File: config.mk
export PLATFORM = sky130hd
export DESIGN_NAME = wb8_arbiter
export DESIGN_NICKNAME = d
export VERILOG_FILES = /design/src/rtl/wb8_arb_pkg.sv /design/src/rtl/wb8_rr_picker.sv /design/src/rtl/wb8_arbiter.sv
export SDC_FILE = /design/constraint.sdc
export NUM_CORES = 1
export LEC_CHECK = 0
export ABC_AREA = 1
export BUFFER_PORTS_ARGS = -buffer_cell sky130_fd_sc_hd__buf_2
export CAP_MARGIN = 20
export CELL_PAD_IN_SITES_DETAIL_PLACEMENT = 1
export CELL_PAD_IN_SITES_GLOBAL_PLACEMENT = 1
export CORE_ASPECT_RATIO = 0.8
export CORE_UTILIZATION = 25
export CTS_CLUSTER_SIZE = 40
export DETAILED_ROUTE_END_ITERATION = 12
export PLACE_DENSITY = 0.78
export REMOVE_ABC_BUFFERS = 1
export SLEW_MARGIN = 20
export SYNTH_ARGS = -nofsm -noshare
export SYNTH_HDL_FRONTEND = slang
export SYNTH_HIERARCHICAL = 1
export SYNTH_SLANG_ARGS = --single-unit
File: constraint.sdc
create_clock -name I_wb_clk -period 1.51 [get_ports I_wb_clk]
set_clock_uncertainty 0.15 [all_clocks]
set_input_delay 0.453 -clock I_wb_clk [delete_from_list [all_inputs] [get_ports I_wb_clk]]
set_output_delay 0.453 -clock I_wb_clk [all_outputs]
set_load 0.02 [all_outputs]
File: src/rtl/wb8_arb_pkg.sv
// rtl/wb8_arb_pkg.sv - shared state encoding and constants for the 8-bit Wishbone arbiter
package wb8_arb_pkg;

  typedef enum logic {
    ST_IDLE = 1'b0,
    ST_BUSY = 1'b1
  } state_t;

  // Read data returned to the granted master when a stalled transfer is aborted
  localparam logic [7:0] ABORT_DAT = 8'hFF;

endpackage

File: src/rtl/wb8_rr_picker.sv
// rtl/wb8_rr_picker.sv - combinational round-robin select: first request at or above ptr, wrapping
module wb8_rr_picker #(
  parameter int NUM_MASTERS = 2,
  parameter int PTR_W       = 1
) (
  input  logic [NUM_MASTERS-1:0] req,
  input  logic [PTR_W-1:0]       ptr,
  output logic [NUM_MASTERS-1:0] winner,
  output logic [PTR_W-1:0]       winner_idx,
  output logic                   valid
);

  logic [PTR_W:0]   sum;
  logic [PTR_W-1:0] sel;

  always_comb begin
    winner     = '0;
    winner_idx = '0;
    valid      = 1'b0;
    sum        = '0;
    sel        = '0;
    for (int k = 0; k < NUM_MASTERS; k++) begin
      // ptr + k folded back into 0..NUM_MASTERS-1; one spare bit holds the carry
      sum = {1'b0, ptr} + (PTR_W+1)'(k);
      if (sum >= (PTR_W+1)'(NUM_MASTERS)) begin
        sum = sum - (PTR_W+1)'(NUM_MASTERS);
      end
      sel = sum[PTR_W-1:0];
      if (!valid && req[sel]) begin
        valid       = 1'b1;
        winner[sel] = 1'b1;
        winner_idx  = sel;
      end
    end
  end

endmodule

File: src/rtl/wb8_arbiter.sv
// rtl/wb8_arbiter.sv - round-robin arbiter sharing one 8-bit Wishbone slave between masters
// Optional stall abort enabled by defining WB8_ARB_TIMEOUT_EN.
module wb8_arbiter
  import wb8_arb_pkg::*;
#(
  parameter int NUM_MASTERS    = 2,
  parameter int ADR_WIDTH      = 1,
  parameter int TIMEOUT_CYCLES = 15
) (
  input  logic                           I_wb_clk,
  input  logic                           I_reset,
  input  logic [NUM_MASTERS*ADR_WIDTH-1:0] I_m_adr,
  input  logic [NUM_MASTERS*8-1:0]       I_m_dat,
  input  logic [NUM_MASTERS-1:0]         I_m_stb,
  input  logic [NUM_MASTERS-1:0]         I_m_we,
  output logic [NUM_MASTERS-1:0]         O_m_ack,
  output logic [7:0]                     O_m_dat,
  output logic [ADR_WIDTH-1:0]           O_slv_adr,
  output logic [7:0]                     O_slv_dat,
  output logic                           O_slv_stb,
  output logic                           O_slv_we,
  input  logic                           I_slv_ack,
  input  logic [7:0]                     I_slv_dat,
  output logic [NUM_MASTERS-1:0]         O_grant,
  output logic                           O_timeout
);

  localparam int PTR_W = $clog2(NUM_MASTERS);

  state_t                 state_q;
  state_t                 state_d;
  logic [NUM_MASTERS-1:0] grant_q;
  logic [PTR_W-1:0]       rr_ptr_q;
  logic [NUM_MASTERS-1:0] pick_onehot;
  logic [PTR_W-1:0]       pick_idx;
  logic                   pick_valid;
  logic                   busy;
  logic                   tmo_fire;
  logic                   done;

  wb8_rr_picker #(
    .NUM_MASTERS(NUM_MASTERS),
    .PTR_W      (PTR_W)
  ) u_picker (
    .req       (I_m_stb),
    .ptr       (rr_ptr_q),
    .winner    (pick_onehot),
    .winner_idx(pick_idx),
    .valid     (pick_valid)
  );

  assign busy = (state_q == ST_BUSY);
  assign done = busy & (I_slv_ack | tmo_fire);

`ifdef WB8_ARB_TIMEOUT_EN
  localparam int CNT_W = $clog2(TIMEOUT_CYCLES + 1);

  logic [CNT_W-1:0] tmo_cnt_q;

  // Counter holds the number of ack-less BUSY cycles already elapsed, so the
  // abort lands in BUSY cycle TIMEOUT_CYCLES; a real ack in that cycle wins.
  assign tmo_fire = busy & ~I_slv_ack & (tmo_cnt_q == CNT_W'(TIMEOUT_CYCLES - 1));

  always_ff @(posedge I_wb_clk) begin
    if (I_reset || !busy) begin
      tmo_cnt_q <= '0;
    end else if (!I_slv_ack) begin
      tmo_cnt_q <= tmo_cnt_q + CNT_W'(1);
    end
  end
`else
  assign tmo_fire = 1'b0;
`endif

  always_ff @(posedge I_wb_clk) begin
    if (I_reset) begin
      state_q <= ST_IDLE;
    end else begin
      state_q <= state_d;
    end
  end

  always_comb begin
    state_d = state_q;
    case (state_q)
      ST_IDLE: if (pick_valid) state_d = ST_BUSY;
      ST_BUSY: if (I_slv_ack || tmo_fire) state_d = ST_IDLE;
      default: state_d = ST_IDLE;
    endcase
  end

  // Strobe is masked in the ack cycle so a registered-ack slave sees one strobe
  always_comb begin
    O_slv_stb = busy & ~I_slv_ack & ~tmo_fire;
    O_m_ack   = (done ? grant_q : '0) & I_m_stb;
    O_m_dat   = tmo_fire ? ABORT_DAT : I_slv_dat;
    O_timeout = tmo_fire;
  end

  always_ff @(posedge I_wb_clk) begin
    if (I_reset) begin
      grant_q   <= '0;
      rr_ptr_q  <= '0;
      O_slv_adr <= '0;
      O_slv_dat <= '0;
      O_slv_we  <= 1'b0;
    end else if (state_q == ST_IDLE && pick_valid) begin
      grant_q   <= pick_onehot;
      O_slv_adr <= I_m_adr[int'(pick_idx)*ADR_WIDTH +: ADR_WIDTH];
      O_slv_dat <= I_m_dat[int'(pick_idx)*8 +: 8];
      O_slv_we  <= I_m_we[pick_idx];
      rr_ptr_q  <= (pick_idx == PTR_W'(NUM_MASTERS - 1)) ? '0 : pick_idx + PTR_W'(1);
    end else if (done) begin
      grant_q <= '0;
    end
  end

  assign O_grant = grant_q;

endmodule

==> impl_metrics.toml, run 1 <==
[global_route]
number_of_global_route_vias_before_repair = 951
overflow = 0
pin_count_of_the_biggest_net_entering_global_routing = 15
grt_pass1_wl_mm = 3.95
grt_antenna_before_repair = 0
grt_usage_pct = 15.3

[detailed_routing]
final_antenna_net_count = 0
drt-met1-wl_mm = 1.03
detailroute.wirelength.met2_mm = 1.29
detailedRoute.firstIterationViolations = 28
detail_route.wl_per_cell_um = 12.0
drt-vias-per-instance = 4.27
routed-via-count = 883
drtPass1Iterations = 4
totalWireLength_mm = 2.48
detailroute.wirelength.met3_um = 127
drc_errors = 0
dr_top_layer = "met4"

[sta]
setup_repair_after_global_routing_missed_its_margin = "yes"
fin_setup_tns_ns = -0.336
layout_min_cycle_time_ns = 1.69
timing_max_transition_violations_final = 0
setup_violations = 3
setup_slack_ns = -0.185
clock.fmax_mhz = 590
hold_viol = 0
period_share_pct = 112

[synth]
synth-warning-count = 6
seq_area_frac_synth_pct = 34.3
postSynthCellCount = 129
mappedNetlistArea_um2 = 817
yosys.cell_types.count = 16
synth_area_per_cell_um2 = 6.33
postSynthRegisterBits = 14

[clock_network]
clock-sinks = 14
cts_root_buf = "sky130_fd_sc_hd__clkbuf_8"
worstSkewPairLatency_ns = 0.24
cts_inserted_buffers = 3
cts-htree-levels = 1
path_clk_slew_ns = 0.06
postCtsHoldBufs = 0
cts_tree = "yes"
clock_path_buffers = 2

[pwr]
share_clk_of_total_power_pct = 29.5
switching_share_pct = 31.7
vdd_drop_max_mv = 0.217
internal-power_w = 0.000711
power.density_mw_per_mm2 = 932
net_switching_component_of_the_power_w = 0.000329
report.power.total_w = 0.00104
leakage_nw = 0.610
power_frac_seq_pct = 41.0
power.share.combinational_pct = 29.5

[die]
initial_core_util_pct = 26.3
fp.dieArea_mm2 = 0.00350
fp.coreArea_mm2 = 0.00311
floorplan.rows = 18
die_width_um = 65.9
die_height_um = 53.1
io_pins = 57

[placed_design]
buffers_on_ports = 39
detailedPlacementHpwl_mm = 1.84
place_inst = 199
place_congestion = 0.845

[worst_setup_path]
timing_worst_setup_path_type = "reg2out"
crit_required_ns = 0.91
critical_path.max_fanout = 3
regToRegStartpoint = "rr_ptr_q"
startpoint_type = "flip-flop"
ff2ff_path_depth = 6
reg2reg_slack_ns = 0.19
crit_arrival_ns = 1.09
endpoint_kind = "primary output"
regToRegEndpoint = "O_slv_we"

[cells_and_area]
post_route_cells_drive_above_1_share_pct = 37.1
flow.area_growth_from_synthesis_pct = 36.6
final-instance-count-excl-fill = 207
finalCoreUtilization_pct = 35.9
fillers = 424
n_antenna_cell = 0
design.final.nets = 202

[worst_hold_path]
worst_hold_path.endpoint = "O_grant[0]"
worst_hold_path_type = "in2reg"
whs_path_depth = 2
min-delay-start = "I_reset"

[run_status]
violations = "negative setup slack"
status = "finished with violations"

[run]
number_of_maximum_capacitance_constraint_violations = 0
placed cells by master, fill, tap and decap left out:
| master | instances |
|---|---|
| sky130_fd_sc_hd__nand2_4 | 1 |
| sky130_fd_sc_hd__nor2_2 | 2 |
| sky130_fd_sc_hd__nand2_2 | 1 |
| sky130_fd_sc_hd__dfxtp_4 | 1 |
| sky130_fd_sc_hd__nand2_1 | 45 |
| sky130_fd_sc_hd__nand3_1 | 12 |
| sky130_fd_sc_hd__buf_4 | 10 |
| sky130_fd_sc_hd__o21ai_0 | 1 |
| sky130_fd_sc_hd__inv_2 | 2 |
| sky130_fd_sc_hd__conb_1 | 1 |
| sky130_fd_sc_hd__nor2_1 | 2 |
| sky130_fd_sc_hd__buf_2 | 37 |
| sky130_fd_sc_hd__a21oi_2 | 1 |
| sky130_fd_sc_hd__nor2b_1 | 10 |
| sky130_fd_sc_hd__dfxtp_1 | 12 |
| sky130_fd_sc_hd__a21oi_1 | 5 |
| sky130_fd_sc_hd__buf_6 | 2 |
| sky130_fd_sc_hd__dfxtp_2 | 1 |
| sky130_fd_sc_hd__or2_1 | 1 |
| sky130_fd_sc_hd__inv_1 | 16 |
| sky130_fd_sc_hd__nor2_4 | 1 |
| sky130_fd_sc_hd__clkbuf_8 | 3 |
worst max-delay path by stage:
stage	startpoint	endpoint
2_1_floorplan	I_m_stb[1]	O_slv_adr
3_3_place_gp	I_slv_ack	O_slv_stb
3_5_place_dp	I_slv_ack	O_slv_stb
4_1_cts	busy	O_slv_stb
5_1_grt	busy	O_slv_stb
6_report	busy	O_slv_stb
state kept, by name (all words and copies together), names as in the netlist:
register and flops:
O_grant 2, O_slv_adr 1, O_slv_dat 8, O_slv_we 1, busy 1, rr_ptr_q 1
per-layer routing:
metal / track usage, % / vias to the layer above
met2: 27.2 / 37
met3: 4.09 / 2
met5: 0 / -
met4: 7.25 / 0
met1: 16.9 / 392
li1: - / 452
synthesized netlist by cell type:
library cell | count | area share (%)
sky130_fd_sc_hd__or2_1 | 1 | 0.77
sky130_fd_sc_hd__nor2b_1 | 10 | 7.7
sky130_fd_sc_hd__dfxtp_1 | 14 | 34
sky130_fd_sc_hd__o21ai_0 | 1 | 0.61
sky130_fd_sc_hd__nand2_2 | 1 | 0.77
sky130_fd_sc_hd__buf_6 | 1 | 1.4
sky130_fd_sc_hd__nor2_1 | 4 | 1.8
sky130_fd_sc_hd__nor2_2 | 1 | 0.77
sky130_fd_sc_hd__nand2_1 | 46 | 21
sky130_fd_sc_hd__a21oi_1 | 6 | 3.7
sky130_fd_sc_hd__inv_2 | 1 | 0.46
sky130_fd_sc_hd__buf_2 | 3 | 1.8
sky130_fd_sc_hd__nand3_1 | 12 | 7.4
sky130_fd_sc_hd__inv_1 | 17 | 7.8
sky130_fd_sc_hd__buf_4 | 10 | 9.2
sky130_fd_sc_hd__conb_1 | 1 | 0.46
layout make-up:
class / count / area, um^2 / share of cell area (%)
multi-input combinational: 83 / 389 / 34.9
sequential: 14 / 285 / 25.6
timing repair buffer: 49 / 283 / 25.3
inverter: 18 / 67.6 / 6.05
tap: 40 / 50.0 / 4.48
clock buffer: 3 / 41.3 / 3.70
kinds of logic (layout without fill, tap and decap cells):
logic type	Yosys count	after routing	share of synthesized area (%)
AOI/OAI and AO/OA	7	7	4.29
buffers and inverters	32	70	20.7
DFF	14	14	34.3
other	1	1	0.459
and+or+nand+nor	75	75	40.3
repair_timing:
| item | 4_1_cts | 5_1_grt |
|---|---|---|
| buffers inserted | 1 | 3 |
| resized for setup | 5 | 11 |
| pin swaps | 0 | 2 |
| endpoints found under the setup margin | 3 | 9 |
| gates cloned | 0 | 1 |
power by group through the flow:
stage | combinational [W] | clock [W] | sequential (W)
2_1_floorplan | 0.000126 | 0 | 0.000473
3_3_place_gp | 0.000270 | 0 | 0.000433
3_5_place_dp | 0.000283 | 0 | 0.000436
4_1_cts | 0.000291 | 0.000320 | 0.000428
5_1_grt | 0.000344 | 0.000341 | 0.000433
6_report | 0.000307 | 0.000307 | 0.000427
worst max-delay path: stages, from the launching register on:
cell                      delay [ns]
sky130_fd_sc_hd__dfxtp_4        0.36
sky130_fd_sc_hd__inv_2          0.03
sky130_fd_sc_hd__or2_1          0.24
sky130_fd_sc_hd__inv_1          0.09
sky130_fd_sc_hd__buf_6          0.12
stage by stage:
step	instance area, um^2	worst slack, ns	hold WS [ns]
3_3_place_gp	998	-0.0719	0.332
6_report	1120	-0.185	0.267
3_5_place_dp	998	-0.0868	0.348
5_1_grt	1120	-0.215	0.272
2_1_floorplan	716	-0.245	0.328
4_1_cts	1060	-0.136	0.271
(Power assumes the default switching activity.)
==> inputs of run 2 (changes only) <==
- TNS_END_PERCENT: default -> 1
==> impl_metrics.toml, run 2 (synthesis results as in run 1) <==
[worst_setup_path]
regToRegEndpoint = "O_slv_dat[2]"
critical_path.max_fanout = 3
crit_arrival_ns = 1.10
endpoint_kind = "primary output"
ff2ff_path_depth = 6
timing_worst_setup_path_type = "reg2out"
crit_required_ns = 0.91
timing.critical_path.from = "busy"
startpoint_type = "flip-flop"
setup.worst_path.end = "O_slv_stb"
reg2reg_slack_ns = 0.22
regToRegStartpoint = "rr_ptr_q"

[sta]
setup_repair_after_global_routing_missed_its_margin = "yes"
timing_max_transition_violations_final = 0
period_share_pct = 113
hold_viol = 0
fin_setup_tns_ns = -0.294
setup_violations = 3
timing.hold.ws_ns = 0.273
clock.fmax_mhz = 588
layout_min_cycle_time_ns = 1.70
setup_slack_ns = -0.190

[pwr]
leakage_nw = 0.593
vdd_drop_max_mv = 0.226
net_switching_component_of_the_power_w = 0.000323
switching_share_pct = 31.4
power.density_mw_per_mm2 = 953
power_frac_seq_pct = 41.5
internal-power_w = 0.000705
power.share.combinational_pct = 28.7
share_clk_of_total_power_pct = 29.8

[detailed_routing]
drc_errors = 0
final_antenna_net_count = 0
routed-via-count = 870
drtPass1Iterations = 4
detail_route.wl_per_cell_um = 11.7
drt-vias-per-instance = 4.24
totalWireLength_mm = 2.41
detailedRoute.firstIterationViolations = 16

[clock_network]
clock_path_buffers = 2
clock-sinks = 14
postCtsHoldBufs = 0
path_clk_slew_ns = 0.06
cts_root_buf = "sky130_fd_sc_hd__clkbuf_8"
cts-htree-levels = 1
cts_tree = "yes"
worstSkewPairLatency_ns = 0.24
cts_inserted_buffers = 3

[cells_and_area]
fillers = 424
design.final.nets = 200
largest_register = "O_slv_dat"
flip_flop_count_of_the_largest_register_all_copies_and_words_added = 8
post_route_cells_drive_above_1_share_pct = 33.9
n_antenna_cell = 0
mostFrequentLayoutCell = "sky130_fd_sc_hd__nand2_1"
finalCoreUtilization_pct = 34.7
final_cell_mix = "46 x sky130_fd_sc_hd__nand2_1, 36 x sky130_fd_sc_hd__buf_2, 16 x sky130_fd_sc_hd__inv_1"
flow.area_growth_from_synthesis_pct = 32.0

[global_route]
grt_usage_pct = 15.3
pin_count_of_the_biggest_net_entering_global_routing = 15
grt_antenna_before_repair = 0
grt_pass1_wl_mm = 3.95
number_of_global_route_vias_before_repair = 949
overflow = 0

[placed_design]
place_congestion = 0.845
detailedPlacementHpwl_mm = 1.84
buffers_on_ports = 39

[run_status]
violations = "negative setup slack"
status = "finished with violations"

[die]
die_width_um = 65.9
initial_core_util_pct = 26.3
floorplan.rows = 18
fp.dieArea_mm2 = 0.00350
fp.coreArea_mm2 = 0.00311
die_height_um = 53.1
io_pins = 57

[worst_hold_path]
worst_hold_path_type = "in2reg"

[run]
number_of_maximum_capacitance_constraint_violations = 0
==> run 2: changes by cell type in the layout (fill, tap and decap cells not counted) <==
| cell | before | now |
|---|---|---|
| sky130_fd_sc_hd__buf_2 | 37 | 36 |
| sky130_fd_sc_hd__nand2_4 | 1 | 0 |
| sky130_fd_sc_hd__dfxtp_1 | 12 | 13 |
| sky130_fd_sc_hd__nand2_1 | 45 | 46 |
| sky130_fd_sc_hd__dfxtp_4 | 1 | 0 |
| sky130_fd_sc_hd__nor2_2 | 2 | 1 |
| sky130_fd_sc_hd__nor2_1 | 2 | 4 |
| sky130_fd_sc_hd__buf_6 | 2 | 1 |
| sky130_fd_sc_hd__nor2_4 | 1 | 0 |
==> run 2: metrics by stage <==
stage | instance area [um^2] | std cells | setup slack (ns) | total power [W]
2_1_floorplan | 716 | 115 | -0.245 | 0.000599
3_3_place_gp | 998 | 199 | -0.0719 | 0.000703
3_5_place_dp | 998 | 199 | -0.0868 | 0.000719
4_1_cts | 1060 | 203 | -0.136 | 0.00104
5_1_grt | 1080 | 205 | -0.238 | 0.00111
6_report | 1080 | 205 | -0.190 | 0.00103
==> run 2: power by group through the flow <==
stage               clock, W  sequential [W]  combinational, W
floorplan                  0        0.000473          0.000126
global placement           0        0.000433          0.000270
detailed placement         0        0.000436          0.000283
CTS                 0.000320        0.000428          0.000291
global route        0.000342        0.000433          0.000333
finish              0.000307        0.000427          0.000295
==> run 2: worst min-delay path by stage <==
stage | start | end | slack (ns) | cells past startpoint
3_3_place_gp | O_grant[1] | O_grant[1] | 0.33 | 2
4_1_cts | I_reset | O_grant[0] | 0.27 | 2
5_1_grt | I_reset | busy | 0.28 | 2
6_report | I_reset | busy | 0.27 | 2
3_5_place_dp | O_grant[1] | O_grant[1] | 0.35 | 2
2_1_floorplan | rr_ptr_q | rr_ptr_q | 0.33 | 2
==> run 2: per-layer routing <==
metal  vias up  global-route usage [%]  share of wire [%]
met5         -                       0                  0
met4         0                    7.25                1.1
met3         2                    4.09                4.7
met2        32                    27.2                 52
met1       391                    16.9                 42
li1        445                       -                  -
==> run 2: repair_timing <==
action                     CTS  global route
setup endpoints to repair    3             9
setup buffers                1             2
pin swaps                    0             1
gates resized for setup      5             2
==> run 2: area by class of cell <==
class                      count  area, um^2  share of cell area, %
multi-input combinational     83         372                   34.5
sequential                    14         282                   26.1
timing repair buffer          47         267                   24.7
inverter                      18        67.6                   6.26
tap                           40        50.0                   4.64
clock buffer                   3        41.3                   3.83
==> run 2: worst max-delay path, cell delays in order (launching register included) <==
cell	delay (ns)
sky130_fd_sc_hd__dfxtp_2	0.35
sky130_fd_sc_hd__inv_2	0.04
sky130_fd_sc_hd__or2_1	0.25
sky130_fd_sc_hd__inv_1	0.10
sky130_fd_sc_hd__buf_6	0.12
==> inputs of run 3 (changes only) <==
- SKIP_LAST_GASP: default -> 1
==> impl_metrics.toml, run 3 (synthesis results as in run 1) <==
[die]
die_width_um = 65.9
floorplan.rows = 18
fp.coreArea_mm2 = 0.00311
fp.dieArea_mm2 = 0.00350
initial_core_util_pct = 26.3
io_pins = 57
die_height_um = 53.1

[placed_design]
detailedPlacementHpwl_mm = 1.84
buffers_on_ports = 39
place_worst_setup_slack_ns = -0.0868
place_congestion = 0.845

[pwr]
leakage_nw = 0.593
vdd_drop_max_mv = 0.227
power.density_mw_per_mm2 = 958
report.power.total_w = 0.00103

[detailed_routing]
final_antenna_net_count = 0
detail_route.wl_per_cell_um = 11.7
totalWireLength_mm = 2.40
drc_errors = 0
detailedRoute.firstIterationViolations = 18
drt-vias-per-instance = 4.25
drtPass1Iterations = 4
routed-via-count = 872

[clock_network]
cts_root_buf = "sky130_fd_sc_hd__clkbuf_8"
path_clk_slew_ns = 0.06
worstSkewPairLatency_ns = 0.24
clock-sinks = 14
cts-htree-levels = 1
cts_inserted_buffers = 3
clock_path_buffers = 2
cts_tree = "yes"
postCtsHoldBufs = 0

[worst_setup_path]
crit_arrival_ns = 1.10
timing_worst_setup_path_type = "reg2out"
startpoint_type = "flip-flop"
endpoint_kind = "primary output"
crit_required_ns = 0.91
critical_path.max_fanout = 3

[global_route]
number_of_global_route_vias_before_repair = 949
pin_count_of_the_biggest_net_entering_global_routing = 15
overflow = 0
grt_usage_pct = 15.2
grt_pass1_wl_mm = 3.94
grt_antenna_before_repair = 0

[sta]
clock.fmax_mhz = 588
timing_max_transition_violations_final = 0
setup_repair_after_global_routing_missed_its_margin = "yes"
hold_viol = 0
fin_setup_tns_ns = -0.311
period_share_pct = 113
layout_min_cycle_time_ns = 1.70
setup_slack_ns = -0.190
setup_violations = 3

[cells_and_area]
design.final.nets = 200
fillers = 423
largest_register = "O_slv_dat"
final_cell_mix = "46 x sky130_fd_sc_hd__nand2_1, 38 x sky130_fd_sc_hd__buf_2, 17 x sky130_fd_sc_hd__inv_1"
n_antenna_cell = 0
post_route_cells_drive_above_1_share_pct = 32.7
flow.area_growth_from_synthesis_pct = 30.9
flip_flop_count_of_the_largest_register_all_copies_and_words_added = 8
mostFrequentLayoutCell = "sky130_fd_sc_hd__nand2_1"

[run]
number_of_maximum_capacitance_constraint_violations = 0

[worst_hold_path]
worst_hold_path_type = "in2reg"

[run_status]
status = "finished with violations"
violations = "negative setup slack"
run 3: cell counts in the layout (fill, tap and decap cells not counted):
No cell type changed its count.
run 3: routing by layer:
layer | up-vias | part of all wire [%] | global-route usage [%]
met1 | 393 | 42 | 16.9
met4 | 0 | 1.1 | 7.25
li1 | 445 | - | -
met2 | 32 | 52 | 27.0
met3 | 2 | 4.7 | 4.09
met5 | - | 0 | 0
run 3: metrics by stage:
step,util (%),instance area (um^2),std cells,hold slack (ns)
finish,34.4,1070,205,0.273
global route,34.4,1070,205,0.278
CTS,33.9,1050,203,0.271
detailed placement,32.1,998,199,0.348
global placement,32.1,998,199,0.332
floorplan,-,716,115,0.328
run 3: what timing repair did:
action,CTS,global route
gates resized for setup,3,0
endpoints found under the setup margin,3,9
buffers inserted,1,2
pin swaps,0,1
run 3: cell type report:
class | count | area [um^2] | area share [%]
Timing Repair Buffer | 47 | 262 | 24.4
Tap cell | 40 | 50.0 | 4.68
Sequential cell | 14 | 282 | 26.3
Multi-Input combinational cell | 83 | 368 | 34.4
Clock buffer | 3 | 41.3 | 3.86
Inverter | 18 | 67.6 | 6.32
run 3: path summary, 6_finish.rpt:
check              from         end  slack (ns)  cells after the start
min reg2reg  O_grant[1]  O_grant[1]        0.35                      2
min             I_reset        busy        0.27                      2
max                busy   O_slv_stb       -0.19                      4
max reg2reg    rr_ptr_q    rr_ptr_q        0.12                      5
run 3: power by group:
group | internal (W) | total, W | switching, W
Clock | 0.000176 | 0.000306 | 0.000130
Sequential | 0.000407 | 0.000427 | 0.0000193
Combinational | 0.000120 | 0.000292 | 0.000172
run 3: critical path, cell delays in order, from the launching register on:
cell	delay (ns)
sky130_fd_sc_hd__dfxtp_2	0.35
sky130_fd_sc_hd__inv_2	0.04
sky130_fd_sc_hd__or2_1	0.25
sky130_fd_sc_hd__inv_1	0.10
sky130_fd_sc_hd__buf_6	0.12
